### src/rtl/universal_shift_reg.sv
// WIDTH-bit universal register: hold, shift right/left, parallel load, sync clear, enable, shift counter.
// Define SHIFT_REG_ROTATE_EN to add the ROT input that turns shifts into rotates.
module universal_shift_reg #(
    parameter int   WIDTH = 8,
    localparam int  CNTW  = $clog2(WIDTH + 1)
) (
    input  logic              CLK,
    input  logic              RST_n,
    input  logic              EN,
    input  logic              CLR_n,
    input  logic [1:0]        MODE,
    input  logic [WIDTH-1:0]  D,
    input  logic              SI_R,
    input  logic              SI_L,
`ifdef SHIFT_REG_ROTATE_EN
    input  logic              ROT,
`endif
    output logic [WIDTH-1:0]  Q,
    output logic [WIDTH-1:0]  Q_n,
    output logic [CNTW-1:0]   CNT,
    output logic              DONE
);

    typedef enum logic [1:0] {
        MODE_HOLD  = 2'b00,
        MODE_RIGHT = 2'b01,
        MODE_LEFT  = 2'b10,
        MODE_LOAD  = 2'b11
    } mode_t;

    localparam logic [CNTW-1:0] CNT_MAX = CNTW'(WIDTH);

    logic [WIDTH-1:0] q_q, q_d;
    logic [CNTW-1:0]  cnt_q, cnt_d;
    logic             rightIn, leftIn;
    logic [CNTW-1:0]  cntInc;
    mode_t            mode;

    assign mode = mode_t'(MODE);

`ifdef SHIFT_REG_ROTATE_EN
    // Rotation feeds the bit falling off the far end back in, ignoring the serial inputs.
    assign rightIn = ROT ? q_q[0]       : SI_R;
    assign leftIn  = ROT ? q_q[WIDTH-1] : SI_L;
`else
    assign rightIn = SI_R;
    assign leftIn  = SI_L;
`endif

    assign cntInc = (cnt_q < CNT_MAX) ? cnt_q + 1'b1 : cnt_q;

    always_comb begin
        q_d   = q_q;
        cnt_d = cnt_q;
        if (!CLR_n) begin
            q_d   = '0;
            cnt_d = '0;
        end else if (EN) begin
            case (mode)
                MODE_HOLD: begin
                    q_d   = q_q;
                    cnt_d = cnt_q;
                end
                MODE_RIGHT: begin
                    q_d   = {rightIn, q_q[WIDTH-1:1]};
                    cnt_d = cntInc;
                end
                MODE_LEFT: begin
                    q_d   = {q_q[WIDTH-2:0], leftIn};
                    cnt_d = cntInc;
                end
                MODE_LOAD: begin
                    q_d   = D;
                    cnt_d = '0;
                end
                default: begin
                    q_d   = q_q;
                    cnt_d = cnt_q;
                end
            endcase
        end
    end

    always_ff @(posedge CLK or negedge RST_n) begin
        if (!RST_n) begin
            q_q   <= '0;
            cnt_q <= '0;
        end else begin
            q_q   <= q_d;
            cnt_q <= cnt_d;
        end
    end

    // Outputs decode only registered state, so DONE has no path from the inputs.
    assign Q    = q_q;
    assign Q_n  = ~q_q;
    assign CNT  = cnt_q;
    assign DONE = (cnt_q == CNT_MAX);

endmodule

### config.mk
export PLATFORM = sky130hd
export DESIGN_NAME = universal_shift_reg
export DESIGN_NICKNAME = d
export VERILOG_FILES = /design/src/rtl/universal_shift_reg.sv
export SDC_FILE = /design/constraint.sdc
export NUM_CORES = 1
export LEC_CHECK = 0
export BUFFER_PORTS_ARGS = -buffer_cell sky130_fd_sc_hd__clkbuf_2
export CORE_UTILIZATION = 40
export DETAILED_ROUTE_END_ITERATION = 8
export GPL_ROUTABILITY_DRIVEN = 0
export GPL_TIMING_DRIVEN = 0
export HOLD_SLACK_MARGIN = 0.1
export PLACE_DENSITY = 0.8
export SYNTH_ARGS = -nofsm -noshare
export SYNTH_HDL_FRONTEND = slang
export SYNTH_SLANG_ARGS = --single-unit
export TNS_END_PERCENT = 10
### constraint.sdc
create_clock -name CLK -period 1.2 [get_ports CLK]
set_clock_uncertainty 0.1 [all_clocks]
set_input_delay 0.18 -clock CLK [delete_from_list [all_inputs] [get_ports CLK]]
set_output_delay 0.18 -clock CLK [all_outputs]
set_load 0.02 [all_outputs]
==> flow_summary.json <==
{
  "status": "finished with violations",
  "violations": "setup timing",
  "drt_pre_antenna_iters": 4,
  "vias": 851,
  "cts_tree": "yes",
  "num_rows": 15,
  "yosys-top-cells-area": "dfrtp_1 40%, a221oi_1 9.3%, ha_1 8.3%, inv_1 6.5%, nand2_1 5.5%",
  "synth_edf_count": 0,
  "end_kind": "flop",
  "yosysSeqAreaShare_pct": 40.1,
  "clockBufferDepth": 2,
  "period_needed_ps": 1500,
  "overflow": 0,
  "hold_end": "Q[0]",
  "syn_inst": 86,
  "cts-root-buf": "clkbuf_4",
  "final_cells": 156,
  "layout.nets": 154,
  "p_leak_nw": 0.555,
  "coreArea_um2": 1750,
  "crit_path_start_kind": "flop",
  "final.setup.worst_slack_ps": -296,
  "p_sw_mw": 0.355,
  "fmax_ghz": 0.669,
  "rsz0062_at_grt": "yes",
  "relSlewSlack_pct": 78.3,
  "swShare_pct": 33.7,
  "hold_violations": 0,
  "crit_arrival_ps": 1610,
  "drive_gt1_share_pct": 45.0,
  "vias_per_cell": 5.46,
  "p_per_area_nw_per_um2": 918,
  "dpl.hpwl_um": 1430,
  "clock_sinks": 12,
  "clock_power_share_pct": 24.6,
  "synth_common_cells": "13 x inv_1, 12 x dfrtp_1, 11 x nand2_1",
  "die_w_um": 45.3,
  "worstPathRequired_ps": 1310,
  "fp.dieH_um": 45.3,
  "path_clk_slew_ps": 80,
  "postSynth.asyncResetShare_pct": 100,
  "num_antenna_cells": 0,
  "first_global_vias": 777,
  "antenna_found_initial": 0,
  "layout-area-overhead-vs-synth_pct": 52.9,
  "ys.flop_type": "dfrtp_1",
  "cts-buffers-inserted": 3,
  "crit_type": "flop to flop",
  "drt_wl_total_um": 2120,
  "r2r_cells": 4,
  "synth_top_area_share_pct": 40.1,
  "initial_utilization_pct": 42.9,
  "synth-seq-cells": 12,
  "yosys_warnings": 0,
  "io_buffers": 36,
  "worstPathMaxFanout": 5,
  "tightest_slew_ps": 325,
  "grt_max_degree": 13,
  "regToRegSetupSlack_ps": -300,
  "p_comb_share_pct": 31.9,
  "boundaryPins": 37,
  "ir_drop_mv": 0.471,
  "post-route-util_pct": 65.7,
  "period_share_pct": 125,
  "min_path_type": "input port to flop",
  "drcViolationCount": 0,
  "postRouteAntennaNets": 0,
  "synthDistinctLibCells": 21,
  "r2r_start": "CNT[0]",
  "slew_viol_final": 0,
  "min_path_cells": 3,
  "cts_max_level": 1,
  "avgSynthCellArea_um2": 8.71,
  "r2r_end": "CNT[0]",
  "insertion_delay_ps": 280,
  "syn_nets": 107,
  "synth_area_um2": 749,
  "grt_pass1_wl_um": 3330,
  "dieArea_um2": 2050,
  "p_int_mw": 0.697,
  "grt_usage_pct": 22.8,
  "seqPwrFrac_pct": 43.5,
  "wl_per_cell_um": 13.6,
  "placed_cells": 147,
  "maxCapViolCount": 0,
  "synth.most_common_cell": "inv_1",
  "setup_viol": 8,
  "synth_top_cell_by_area": "dfrtp_1",
  "initialDrtViolationCount": 21,
  "worstHoldStart": "SI_L"
}
==> critical path: stages (launching register included) <==
cell	delay [ps]
dfrtp_1	410
buf_4	140
buf_4	140
or4_1	510
a21oi_1	130
==> layout make-up <==
cell class                      instances  area, µm²
Tap cell                               25       31.3
Multi-Input combinational cell         57        403
Sequential cell                        12        303
Inverter                               13       48.8
Fill cell                             153        599
Buffer                                  4       25.0
Timing Repair Buffer                   42        313
Clock buffer                            3       22.5
==> flip-flops by register name (all words and copies together), names as in the netlist <==
signal,cells
CNT,4
Q,8
==> power groups by stage <==
stage / logic, mW / clock network [mW] / registers (mW)
after floorplan: 0.127 / 0 / 0.489
after global placement: 0.254 / 0 / 0.463
after detailed placement: 0.260 / 0 / 0.465
after CTS: 0.304 / 0.259 / 0.456
after global routing: 0.366 / 0.280 / 0.461
final: 0.335 / 0.259 / 0.458
==> cells by family (layout without fill, tap and decap cells) <==
kind of cell	count (synthesis)	in the layout	synth area share (%)
buffers and inverters	17	62	9.18
and+or+nand+nor	24	24	17.4
adders and majority gates	5	5	8.35
AOI/OAI and AO/OA	28	28	25.0
DFF	12	12	40.1
==> cells in the final DEF, fill, tap and decap left out, types with 3 or more instances in the layout <==
| master | Yosys | layout |
|---|---|---|
| dlygate4sd3_1 | 0 | 3 |
| ha_1 | 5 | 4 |
| dfrtp_1 | 12 | 10 |
| a22oi_1 | 4 | 4 |
| a221oi_1 | 8 | 6 |
| buf_8 | 0 | 4 |
| clkbuf_2 | 0 | 22 |
| nand2_1 | 11 | 11 |
| clkbuf_4 | 0 | 4 |
| o21ai_0 | 6 | 6 |
| inv_1 | 13 | 8 |
| a31oi_1 | 6 | 6 |
| buf_4 | 0 | 8 |
| inv_2 | 0 | 5 |
| buf_2 | 4 | 4 |
==> timing repair <==
item	CTS	global route
resized for setup	15	29
setup endpoints to repair	16	25
buffers inserted	2	1
hold buffers	3	0
gates cloned	0	0
pin swaps	1	1
hold endpoints to repair	16	0
==> through the flow <==
| stage | power, mW | hold WS (ps) | TNS (ps) | worst slack, ps | cell area (µm²) |
|---|---|---|---|---|---|
| 2_1_floorplan | 0.616 | -216 | -724 | -142 | 752 |
| 5_1_grt | 1.11 | 148 | -1790 | -334 | 1150 |
| 4_1_cts | 1.02 | 131 | -811 | -252 | 1090 |
| 3_5_place_dp | 0.725 | -10.5 | -3280 | -346 | 963 |
| 3_3_place_gp | 0.718 | -17.6 | -2860 | -310 | 963 |
| 6_report | 1.05 | 126 | -1320 | -296 | 1150 |
==> metal layers <==
metal / wire length [µm] / global-route usage (%) / up-vias / share of wire, %
met1: 862 / 27.0 / 406 / 41
met2: 1070 / 39.7 / 35 / 50
met3: 134 / 3.60 / 7 / 6.3
met5: 0 / 0 / - / 0
li1: - / - / 403 / -
met4: 51 / 10.9 / 0 / 2.4
==> how the worst max path moves through the flow <==
stage,startpoint,endpoint,slack [ps],cells after the start
3_3_place_gp,MODE[0],Q[2],-310,7
4_1_cts,CNT[0],DONE,-250,5
5_1_grt,CNT[0],DONE,-330,5
3_5_place_dp,MODE[0],Q[4],-350,7
6_report,CNT[0],CNT[0],-300,4
2_1_floorplan,MODE[1],CNT[0],-140,5
No activity file was read; power rests on OpenSTA's default activity.
